$ cat src/rtl/uart_rx.sv
// 8N1 UART receiver: two-flop input synchroniser, mid-bit sampling, one-cycle valid / frame_err strobes.
// Define UART_RX_PARITY_EN to receive 8E1 frames and add the parity_err output.
module uart_rx #(
    parameter int CLK_FREQ = 50000000,
    parameter int BAUD     = 9600
) (
    input  logic       clk,
    input  logic       reset,
    input  logic       rx,
    output logic [7:0] data_out,
    output logic       valid,
    output logic       frame_err,
`ifdef UART_RX_PARITY_EN
    output logic       parity_err,
`endif
    output logic       rx_busy
);

    localparam int CLKS_PER_BIT = CLK_FREQ / BAUD;
    localparam int HALF_BIT     = CLKS_PER_BIT / 2;
    localparam int CNT_W        = $clog2(CLKS_PER_BIT);
    localparam logic [CNT_W-1:0] BIT_LAST  = CNT_W'(CLKS_PER_BIT - 1);
    localparam logic [CNT_W-1:0] HALF_LAST = CNT_W'(HALF_BIT - 1);

    typedef enum logic [2:0] {
        IDLE,
        START,
        DATA,
`ifdef UART_RX_PARITY_EN
        PARITY,
`endif
        STOP,
        BREAK
    } state_t;

    state_t           state, next_state;
    logic             sync1, rx_s;
    logic [CNT_W-1:0] baud_cnt;
    logic [2:0]       bit_idx;
    logic [7:0]       shift;
    logic             tick;
    logic             stop_good, stop_bad;
`ifdef UART_RX_PARITY_EN
    logic             par_bit;
`endif

    // The start state waits half a bit so that every later sample lands mid-bit.
    assign tick = (state == START) ? (baud_cnt == HALF_LAST) : (baud_cnt == BIT_LAST);

    // NOTE: sequential state uses non-blocking assignments so every flop samples pre-edge values.
    always_ff @(posedge clk) begin
        if (!reset) state <= IDLE;
        else        state <= next_state;
    end

    // NOTE: next_state gets a default before the case so no path leaves it unassigned (no latch).
    always_comb begin
        next_state = state;
        case (state)
            IDLE:  if (!rx_s) next_state = START;
            START: if (tick) next_state = rx_s ? IDLE : DATA;
            DATA:  if (tick && bit_idx == 3'd7) begin
`ifdef UART_RX_PARITY_EN
                next_state = PARITY;
`else
                next_state = STOP;
`endif
            end
`ifdef UART_RX_PARITY_EN
            PARITY: if (tick) next_state = STOP;
`endif
            STOP:  if (tick) next_state = rx_s ? IDLE : BREAK;
            BREAK: if (rx_s) next_state = IDLE;
            default: next_state = IDLE;
        endcase
    end

    always_comb begin
        rx_busy   = (state != IDLE);
        stop_good = (state == STOP) && tick && rx_s;
        stop_bad  = (state == STOP) && tick && !rx_s;
    end

    always_ff @(posedge clk) begin
        if (!reset) begin
            sync1     <= 1'b1;
            rx_s      <= 1'b1;
            baud_cnt  <= '0;
            bit_idx   <= 3'd0;
            shift     <= 8'h00;
            data_out  <= 8'h00;
            valid     <= 1'b0;
            frame_err <= 1'b0;
`ifdef UART_RX_PARITY_EN
            par_bit    <= 1'b0;
            parity_err <= 1'b0;
`endif
        end else begin
            sync1     <= rx;
            rx_s      <= sync1;
            valid     <= 1'b0;
            frame_err <= 1'b0;
`ifdef UART_RX_PARITY_EN
            parity_err <= 1'b0;
`endif
            if (state == IDLE || state == BREAK || tick) baud_cnt <= '0;
            else                                         baud_cnt <= baud_cnt + 1'b1;

            if (state != DATA)  bit_idx <= 3'd0;
            else if (tick) begin
                shift[bit_idx] <= rx_s;
                bit_idx        <= bit_idx + 3'd1;
            end

`ifdef UART_RX_PARITY_EN
            if (state == PARITY && tick) par_bit <= rx_s;
            // Even parity: data bits plus parity bit must XOR to zero.
            if (stop_good) begin
                if ((^shift) == par_bit) begin
                    data_out <= shift;
                    valid    <= 1'b1;
                end else begin
                    parity_err <= 1'b1;
                end
            end
`else
            if (stop_good) begin
                data_out <= shift;
                valid    <= 1'b1;
            end
`endif
            if (stop_bad) frame_err <= 1'b1;
        end
    end

endmodule

$ cat config.mk
export PLATFORM = sky130hd
export DESIGN_NAME = uart_rx
export DESIGN_NICKNAME = d
export VERILOG_FILES = /design/src/rtl/uart_rx.sv
export SDC_FILE = /design/constraint.sdc
export NUM_CORES = 1
export LEC_CHECK = 0
export ABC_AREA = 1
export CAP_MARGIN = 5
export CORE_ASPECT_RATIO = 1.25
export CORE_MARGIN = 2
export CORE_UTILIZATION = 45
export CTS_BUF_LIST = sky130_fd_sc_hd__clkbuf_4 sky130_fd_sc_hd__clkbuf_8
export DETAILED_ROUTE_END_ITERATION = 10
export PLACE_DENSITY = 0.61
export REMOVE_ABC_BUFFERS = 1
export SLEW_MARGIN = 20
export SYNTH_ARGS = -nofsm -noshare
export SYNTH_HDL_FRONTEND = slang
export SYNTH_SLANG_ARGS = --single-unit
$ cat constraint.sdc
create_clock -name clk -period 1.95 [get_ports clk]
set_clock_uncertainty 0.1 [all_clocks]
set_input_delay 0.2925 -clock clk [delete_from_list [all_inputs] [get_ports clk]]
set_output_delay 0.2925 -clock clk [all_outputs]
set_load 0.05 [all_outputs]
After elaboration in Yosys (flattened, before gate mapping)
Index checks and enable logic that the tools add are counted.

Output and inout port bits: 11. Flip-flop bits (word level): 39. Latch bits: 0. Memories: 0. Memory bits (read-only): 0. Word-level logic and storage cells: 56. RAM bits: 0. Input bits: 3.

Order comparisons: 2. Mux-type cells: 14. Shifts and indexed selects: 0. Reductions and logical operators: 14. Bitwise gates (word level): 2. Add/subtract/negate cells: 2. Divide/modulo/power cells: 0. Multiply operators: 0. Equal/unequal tests: 13.

Operator list (number): $mux 3 (6); $pmux 3 s5 (1); $add 13x1->13 const B (1); $eq 13x12->1 const B (1); $eq 13x13->1 const B (1); $ne 2x2->1 const B (5); $bwmux 8 (1); $eq 3x2->1 const B (2); $eq 3x3->1 const B (2); $logic_and 1x1->1 (5); $reduce_and 5->1 (1); $lt 3x4->1 const B (1); $mux 1 (4); $reduce_or 2->1 (2); $add 3x1->3 const B (1); $demux 1 s3 (1); $eq 3x1->1 const B (1); $ge 3x1->1 const B (1); $logic_not 3->1 (1); $ne 3x2->1 const B (1); $reduce_bool 3->1 (1); $logic_or 1x1->1 (2); $mux 2 (1); $not 1->1 (2); 2 further kinds (2).

Depth between registers and ports, before layout
Gate-level depths: netlist of the first run.

Word-level depth: 5. Depth in mapped cells: 11. Depth with buffers taken out: 10.

Worst setup path after synthesis of the first run
No wires, ideal clock.

Path kind: reg-to-reg. Start: reg baud_cnt[0]. End: reg shift[1]. Cell stages (with the launch flop): 10. Clock period less this slack: 1.642 ns. Buffers on the path: 1. Library setup time: 0.133 ns. Path slack: 0.308 ns. Required time: 1.717 ns. Arrival: 1.409 ns. Cell sequence: dfxtp_1 -> ha_1 -> nand2_1 -> nor2_1 -> nand3_4 -> buf_12 -> nor2_8 -> nand2_1 -> nor2_1 -> nor3_2.

Word-level cells in the longest chain between the ends: 3. Elaborated cells between the ends (all ways): 4.

RTL lines: start: declaration (RTL line 38) `logic [CNT_W-1:0] baud_cnt;`; start signal: assignment (RTL line 107) `else baud_cnt <= baud_cnt + 1'b1;`; $eq 13x13->1 / $eq 13x12->1 (equally long branches) (RTL line 48) `assign tick = (state == START) ? (baud_cnt == HALF_LAST) : (baud_cnt == BIT_LAST);`; $mux 1 * (RTL line 48); $reduce_and 2->1 (no source line) *; end signal: indexed assignment (RTL line 111) `shift[bit_idx] <= rx_s;`; end: declaration (RTL line 40) `logic [7:0] shift;`.

Mark *: on every way between the ends. The rest lies on a longest branch, timed or not. A chain may end at the register's enable or synchronous reset.

Final worst setup path of the first run
Start: reg data_out[0]. End: out data_out[0].

RTL lines: start: declaration (RTL line 10) `output logic [7:0] data_out,`; start signal: assignment (RTL line 128) `data_out <= shift;`.

No word-level cell between the ends.

==> results of run 1 <==
## logic make-up after synthesis
family / Yosys count
flops: 39
simple gates: 124
xor+xnor: 3
buf+inv: 29
compound gates: 36
fa+ha+maj: 3
## power groups by stage
stage	Sequential, mW	Combinational (mW)	Clock (mW)
3_3_place_gp	0.831	0.114	0
4_1_cts	0.813	0.113	0.708
2_1_floorplan	0.830	0.0818	0
6_report	0.813	0.111	0.687
5_1_grt	0.815	0.125	0.736
3_5_place_dp	0.832	0.112	0
## final cells by class
class                           instances  share of cell area (%)
Multi-Input combinational cell        166                    42.9
Inverter                               24                    4.19
Clock inverter                          2                    1.63
Sequential cell                        39                    36.4
Tap cell                               54                    3.14
Timing Repair Buffer                   18                    7.86
Clock buffer                            6                    3.84
## metal layers
metal | GRT usage, % | up-vias
li1 | - | 805
met1 | 19.6 | 669
met2 | 31.1 | 16
met3 | 4.98 | 8
met4 | 7.73 | 0
met5 | 0 | -
## per-stage QoR
stage | setup slack [ns] | area, µm² | util, % | hold slack, ns
4_1_cts | 0.109 | 2130 | 55.5 | 0.322
3_5_place_dp | 0.121 | 2020 | 52.4 | 0.308
5_1_grt | -0.0185 | 2150 | 55.9 | 0.345
6_report | 0.141 | 2150 | 55.9 | 0.318
2_1_floorplan | 0.215 | 1780 | - | 0.293
3_3_place_gp | 0.145 | 2020 | 52.4 | 0.294
## flip-flops by register name, indices dropped and copies added (netlist names)
register,flops
data_out,8
frame_err,1
valid,1
sync1,1
state,3
rx_s,1
bit_idx,3
baud_cnt,13
shift,8
## what timing repair did
item,in CTS,in global routing
hold endpoints to repair,0,0
setup buffers,0,0
resized for setup,0,6
hold buffers,0,0
endpoints found under the setup margin,0,13
## synthesized netlist by cell type (2+ instances only)
master / number
nand2_4: 2
inv_1: 22
xor2_1: 2
nor4_1: 3
nor2_1: 46
clkbuf_1: 3
a21oi_1: 18
a31oi_1: 2
or2_2: 2
ha_1: 3
dfxtp_1: 39
nand4_1: 2
o21ai_0: 12
nand2_2: 2
nand2_1: 34
inv_2: 2
nor3_1: 6
nand3_1: 13
o21bai_1: 2
nor2_4: 2
nor3b_2: 2
nor3_2: 6
## worst max-delay path by stage
| stage | to | depth (start not counted) | slack, ns | from |
|---|---|---|---|---|
| 5_1_grt | data_out[4]$_SDFFE_PN0P_ | 8 | -0.02 | baud_cnt[0]$_SDFF_PP0_ |
| 6_report | data_out[0] | 1 | 0.14 | data_out[0]$_SDFFE_PN0P_ |
| 3_5_place_dp | shift[3]$_SDFFE_PN0P_ | 9 | 0.12 | baud_cnt[0]$_SDFF_PP0_ |
| 3_3_place_gp | shift[3]$_SDFFE_PN0P_ | 9 | 0.15 | baud_cnt[0]$_SDFF_PP0_ |
| 4_1_cts | shift[3]$_SDFFE_PN0P_ | 9 | 0.11 | baud_cnt[0]$_SDFF_PP0_ |
| 2_1_floorplan | data_out[0]$_SDFFE_PN0P_ | 8 | 0.21 | baud_cnt[0]$_SDFF_PP0_ |
==> results.ini, run 1 <==
[grt]
grtUsageTotal_pct = 17.7
grt-ovfl-total = 0
grt_max_degree = 14
grt_pass1_wl_um = 6000
antenna_found_initial = 0
grt_pass1_vias = 1409

[power]
pwr_density_cell_nw_per_um2 = 750
power_mw = 1.61
p_leak_nw = 0.836
p_switching_mw = 0.356
intPower_mw = 1.26
ir_drop_uv = 398
power_frac_clock_pct = 42.6
p_sw_share_pct = 22.1
combPwrFrac_pct = 6.9
seqPwrFrac_pct = 50.5

[clock_tree]
clock_path_buffers = 2
clk_pin_slew_ns = 0.07
h-tree-depth = 2
tritoncts = built
insertion_delay_ns = 0.29
cts_root_buf = clkbuf_8
cts.sinks = 39
numCtsBuffers = 5

[detailed_routing]
drtPass1Iterations = 6
antenna_left = 0
wl_met2_um = 1720
drc = 0
wl_met1_um = 1560
wl_per_cell_um = 11.2
vias = 1498
wl_met3_um = 96
drtIter0Drc = 28
viasPerCell = 4.85
wl_um = 3450
route.top_layer_used = met4

[cells_and_area]
instances_no_fill = 309
diodes = 0
layout_commonest_cell = nor2_1
area_delta_synth_final_pct = 17.7
nets = 260
multiInputGateArea_um2 = 922
final_cell_mix = nor2_1 (45), dfxtp_1 (37), nand2_1 (34)
regArea_um2 = 783
drive_gt1_share_pct = 16.1
n_fill_cell = 395

[die]
design.core.area_um2 = 3850
ioPinCount = 14
dieArea_um2 = 4590
die_h_um = 75.2
initial_core_util_pct = 47.5
die_w_um = 61.0
rows = 25

[yosys]
yosysSeqAreaShare_pct = 42.7
synth_cells = 234
synth_top_family_by_area = simple AND/OR/NAND/NOR gates
synth_area_leaders = dfxtp_1 (43%), nor2_1 (9.5%), nand2_1 (7.0%)
synthFlopType = dfxtp_1
synth_compound_area_share_pct = 11.2
synth-async-reset-ratio_pct = 0
muxShareOfSynthArea_pct = 0
yosys_warnings = 0
avgSynthCellArea_um2 = 7.81
synth_cell_types = 31
ys_seq_elements = 39
synth_top_area_cell = dfxtp_1
yosys.area_share.simple_pct = 35.3
synth_xor_xnor_area_share_pct = 1.44
synth-edff-count = 0
synth_adder_area_share_pct = 2.05
synth_area_um2 = 1830
synth_top_area_share_pct = 42.7

[timing]
min_period_over_period_pct = 92.7
hold_viol = 0
fmaxAchievable_mhz = 553
tns_ns = 0
tightest_slew_ns = 0.525
slew_viol_final = 0
setup_viol = 0
period_needed_ns = 1.81
relSlewSlack_pct = 64.7

[critical_path]
critical_path_class = reg -> out
crit_slowest_cell = clkdlybuf4s50_1
cp-end-kind = output port
timing.rr.start = baud_cnt[0]$_SDFF_PP0_
crit_buf_inv = 1
max_stage_delay_ns = 0.80
cp_max_fo = 2
path_cells = clkdlybuf4s50_1
required_ns = 1.56
reg2reg_to = shift[3]$_SDFFE_PN0P_
crit_arrival_ns = 1.42
critical-path-top-delay-family = buffers and inverters
worst-r2r-cell-count = 9
worstSetupStartpointType = register
rrSetupSlack_ns = 0.18

[min_path]
min_from = sync1$_SDFF_PN1_
min_to = rx_s$_SDFF_PN1_
worstHoldPathType = reg -> reg
min_path_cells = 1

[run_status]
status = complete, no violations

[placement]
port_buffers = 13
gp_congestion = 0.858
dp_hpwl_um = 2590
placed_cells = 301

[run]
maxCapViolCount = 0

Note: power is estimated with default switching activity, not from simulation.
==> inputs of run 2 (changes only) <==
Settings changed: CORE_MARGIN 2 to unset.
==> run 2 against run 1 <==
Effect of this change:
- power fell by 8.2%
- global-route usage rose by 0.63 points
- first-iteration DRC count rose by 110%
- critical path type unchanged
- core utilization fell by 0.72 points
- clock power fell by 19%
- count of clock-buffer cells in the layout rose by 1
- hold slack improved by 0.0021 ns
- sequential cell count did not move
- design area fell by 1.3%
- non-clock buffer count rose by 1
- via count rose by 1.3%
- maximum frequency fell by 0.21%
==> results.ini, run 2 (synthesis results as in run 1) <==
[run_status]
status = complete, no violations

[clock_tree]
cts_setup_buffers = 0
cts_root_buf = clkbuf_8
numCtsBuffers = 5
cts_resized = 0
tritoncts = built
clk_pin_slew_ns = 0.07
h-tree-depth = 2
hold_buffers = 0
insertion_delay_ns = 0.29
clock_path_buffers = 2
cts.sinks = 39

[die]
initial_core_util_pct = 47.5
die_h_um = 73.2
rows = 25
design.core.area_um2 = 3850
die_w_um = 59.0
dieArea_um2 = 4320
ioPinCount = 14

[grt]
grt_pass1_vias = 1340
grt_max_degree = 14
grtUsageTotal_pct = 18.3
antenna_found_initial = 0
grt_pass1_wl_um = 5840
grt-ovfl-total = 0

[critical_path]
crit_buf_inv = 1
cp-end-kind = output port
crit_slowest_cell = clkdlybuf4s50_1
worstSetupStartpoint = data_out[7]$_SDFFE_PN0P_
crit_arrival_ns = 1.42
cp_max_fo = 2
max_stage_delay_ns = 0.80
timing.rr.start = baud_cnt[0]$_SDFF_PP0_
required_ns = 1.56
critical-path-top-delay-family = buffers and inverters
path_cells = clkdlybuf4s50_1
critical_path_class = reg -> out
worstSetupStartpointType = register

[detailed_routing]
wl_per_cell_um = 11.0
antenna_left = 0
drtPass1Iterations = 4
vias = 1518
viasPerCell = 4.90
wl_um = 3410
drc = 0
drtIter0Drc = 60

[cells_and_area]
nets = 261
largest_reg_flops = 13
final_cell_mix = nor2_1 (45), dfxtp_1 (39), nand2_1 (34)
instances_no_fill = 310
largestRegisters = baud_cnt: 13 flops, data_out: 8 flops, shift: 8 flops
layout_commonest_cell = nor2_1
diodes = 0
largest_register = baud_cnt
drive_gt1_share_pct = 15.2
n_fill_cell = 392
area_delta_synth_final_pct = 16.2

[power]
ir_drop_uv = 542
intPower_mw = 1.12
p_sw_share_pct = 24.3
p_switching_mw = 0.359
pwr_density_cell_nw_per_um2 = 697
power_frac_clock_pct = 37.5
power_mw = 1.48
combPwrFrac_pct = 7.5
p_leak_nw = 0.827
seqPwrFrac_pct = 54.9

[placement]
gp_congestion = 0.813
dp_hpwl_um = 2580
placed_cells = 302
port_buffers = 13
pre_cts_ws_ns = 0.103

[timing]
tightest_slew_ns = 0.506
holdWs_ns = 0.320
rsz0062_at_grt = no
hold_viol = 0
tns_ns = 0
period_needed_ns = 1.81
slew_viol_final = 0
fmaxAchievable_mhz = 552
min_period_over_period_pct = 92.9
setup_viol = 0
relSlewSlack_pct = 66.0
fin_ws_ns = 0.138

[run]
maxCapViolCount = 0

[min_path]
min_from = sync1$_SDFF_PN1_
worstHoldPathType = reg -> reg

-- run 2: per-layer routing --
metal	part of all wire, %	routed length [µm]	GRT usage (%)
met1	45	1550	19.6
met2	50	1710	33.2
met3	2.4	83	4.26
met4	2.1	71	8.73
met5	0	0	0
-- run 2: power groups by stage --
| stage | sequential [mW] | clock, mW | combinational [mW] |
|---|---|---|---|
| after floorplan | 0.830 | 0 | 0.0818 |
| after global placement | 0.831 | 0 | 0.114 |
| after detailed placement | 0.831 | 0 | 0.112 |
| after CTS | 0.812 | 0.576 | 0.113 |
| after global routing | 0.814 | 0.616 | 0.124 |
| final | 0.813 | 0.555 | 0.112 |
-- run 2: final timing paths --
kind	to	slack [ns]	cells past startpoint
worst min register to register	rx_s$_SDFF_PN1_	0.32	1
worst min-delay path	rx_s$_SDFF_PN1_	0.32	1
worst max register to register	baud_cnt[12]$_SDFF_PP0_	0.17	10
worst max-delay path	data_out[7]	0.14	1
-- run 2: stage by stage --
stage          cell area [µm²]  utilization (%)
2_1_floorplan             1780                -
3_3_place_gp              2020             52.6
3_5_place_dp              2020             52.6
4_1_cts                   2110             54.9
5_1_grt                   2120             55.2
6_report                  2120             55.2
-- run 2: layout make-up --
| class | instances | area [µm²] | share of cell area (%) |
|---|---|---|---|
| clock buffer | 7 | 83.8 | 3.95 |
| clock inverter | 1 | 5.00 | 0.236 |
| inverter | 24 | 90.1 | 4.25 |
| multi-input combinational | 166 | 922 | 43.5 |
| sequential | 39 | 781 | 36.8 |
| tap | 54 | 67.6 | 3.18 |
| timing repair buffer | 19 | 173 | 8.14 |
==> inputs of run 3 (changes only) <==
Settings changed: CORE_UTILIZATION 45 to 35, CTS_CLUSTER_DIAMETER set to 60, PLACE_DENSITY 0.61 to 0.49.
==> run 3 against run 2 <==
Effect of this change:
- clock power increased by 26%
- first-iteration DRC count increased by 130%
- final cell count increased by 3.5%
- highest routed layer unchanged
- non-clock buffer count increased by 3
- register-to-register slack improved by 0.02 ns
- largest cell class unchanged
- sequential power about the same
- maximum frequency about the same
- global-route usage decreased by 3.1 points
- critical path depth unchanged
- design area increased by 3.5%
==> results.ini, run 3 (synthesis results as in run 1) <==
[detailed_routing]
viasPerCell = 4.65
drtIter0Drc = 138
antenna_left = 0
wl_um = 3590
drtPass1Iterations = 4
drc = 0
wl_per_cell_um = 11.2
vias = 1493

[critical_path]
cp-end-kind = output port
max_stage_delay_ns = 0.80
required_ns = 1.56
critical-path-top-delay-family = buffers and inverters
worst-r2r-cell-count = 10
crit_buf_inv = 1
cp_max_fo = 2
critical_path_class = reg -> out
cp_num_cells = 1
worstSetupStartpointType = register
path_cells = clkdlybuf4s50_1
crit_slowest_cell = clkdlybuf4s50_1
crit_arrival_ns = 1.42

[clock_tree]
cts.sinks = 39
clock_path_buffers = 2
clk_pin_slew_ns = 0.08
numCtsBuffers = 5
hold_buffers = 0
cts_root_buf = clkbuf_8
h-tree-depth = 2
insertion_delay_ns = 0.29
tritoncts = built

[placement]
port_buffers = 13
pre_cts_ws_ns = 0.132
gp_congestion = 0.795
dp_hpwl_um = 2740

[die]
rows = 29
design.core.area_um2 = 5040
dieArea_um2 = 5510
die_w_um = 66.6
initial_core_util_pct = 36.2
die_h_um = 82.8
ioPinCount = 14

[timing]
hold_viol = 0
tns_ns = 0
tightest_slew_ns = 0.494
period_needed_ns = 1.81
relSlewSlack_pct = 66.9
setup_viol = 0
slew_viol_final = 0
rsz0062_at_grt = yes
fmaxAchievable_mhz = 551
fin_ws_ns = 0.137
min_period_over_period_pct = 93.0

[grt]
grtUsageTotal_pct = 15.2
grt-ovfl-total = 0
grt_max_degree = 14
busiest_layer = met2
grt_use_met2_pct = 27.2
met1_usage_pct = 17.0
grt_pass1_vias = 1342
grtUsageMet3_pct = 4.10
grt_pass1_wl_um = 6230
antenna_found_initial = 0

[cells_and_area]
largest_register = baud_cnt
layout_commonest_cell = nor2_1
area_delta_synth_final_pct = 20.2
drive_gt1_share_pct = 16.2
final_util_pct = 43.5
nets = 264
diodes = 0
largestRegisters = baud_cnt: 13 flops, data_out: 8 flops, shift: 8 flops
final_cell_mix = nor2_1 (45), dfxtp_1 (39), nand2_1 (34)
largest_reg_flops = 13
multiInputGateArea_um2 = 922
regArea_um2 = 781
n_fill_cell = 534

[power]
p_leak_nw = 0.862
ir_drop_uv = 436
pwr_density_cell_nw_per_um2 = 740

[min_path]
min_path_cells = 1
worstHoldPathType = reg -> reg

[run_status]
status = complete, no violations

[run]
maxCapViolCount = 0

run 3: cell count changes in the layout (fill, tap and decap cells not counted):
cell       change
clkbuf_8       +1
buf_4          +2
bufinv_16      +1
buf_12         +1
clkbuf_4       -2
run 3: metal layers:
| layer | share of wire (%) | vias to the layer above | wire [µm] |
|---|---|---|---|
| met4 | 1.7 | 0 | 61 |
| li1 | - | 808 | - |
| met3 | 2.6 | 7 | 92 |
| met1 | 44 | 661 | 1590 |
| met2 | 51 | 17 | 1840 |
| met5 | 0 | - | 0 |
run 3: worst paths after layout:
kind	start	endpoint	slack, ns
setup reg to reg	baud_cnt[0]$_SDFF_PP0_	baud_cnt[12]$_SDFF_PP0_	0.19
hold / removal	sync1$_SDFF_PN1_	rx_s$_SDFF_PN1_	0.32
hold reg to reg	sync1$_SDFF_PN1_	rx_s$_SDFF_PN1_	0.32
setup / recovery	data_out[7]$_SDFFE_PN0P_	data_out[7]	0.14
run 3: where the power goes:
part / total [mW] / internal (mW) / switching, mW
Clock: 0.699 / 0.414 / 0.285
Sequential: 0.813 / 0.804 / 0.00844
Combinational: 0.113 / 0.0379 / 0.0746
Total: 1.62 / 1.26 / 0.368
run 3: what timing repair did:
item | 4_1_cts | 5_1_grt
setup endpoints to repair | 0 | 7
resized for setup | 0 | 2
setup buffers | 0 | 0
run 3: area by class of cell:
cell class                 count  area share (%)
timing repair buffer          22            9.46
multi-input combinational    166            42.0
inverter                      24            4.10
clock buffer                   6            3.76
clock inverter                 2            1.60
tap                           62            3.53
sequential                    39            35.6
run 3: metrics by stage:
step                      instances  total power, mW  hold slack (ns)  instance area [µm²]
after floorplan                 229            0.911            0.293                 1780
after global placement          313            0.947            0.295                 2070
after detailed placement        313            0.946            0.299                 2070
after CTS                       321             1.65            0.323                 2190
after global routing            321             1.70            0.337                 2200
final                           321             1.62            0.320                 2200
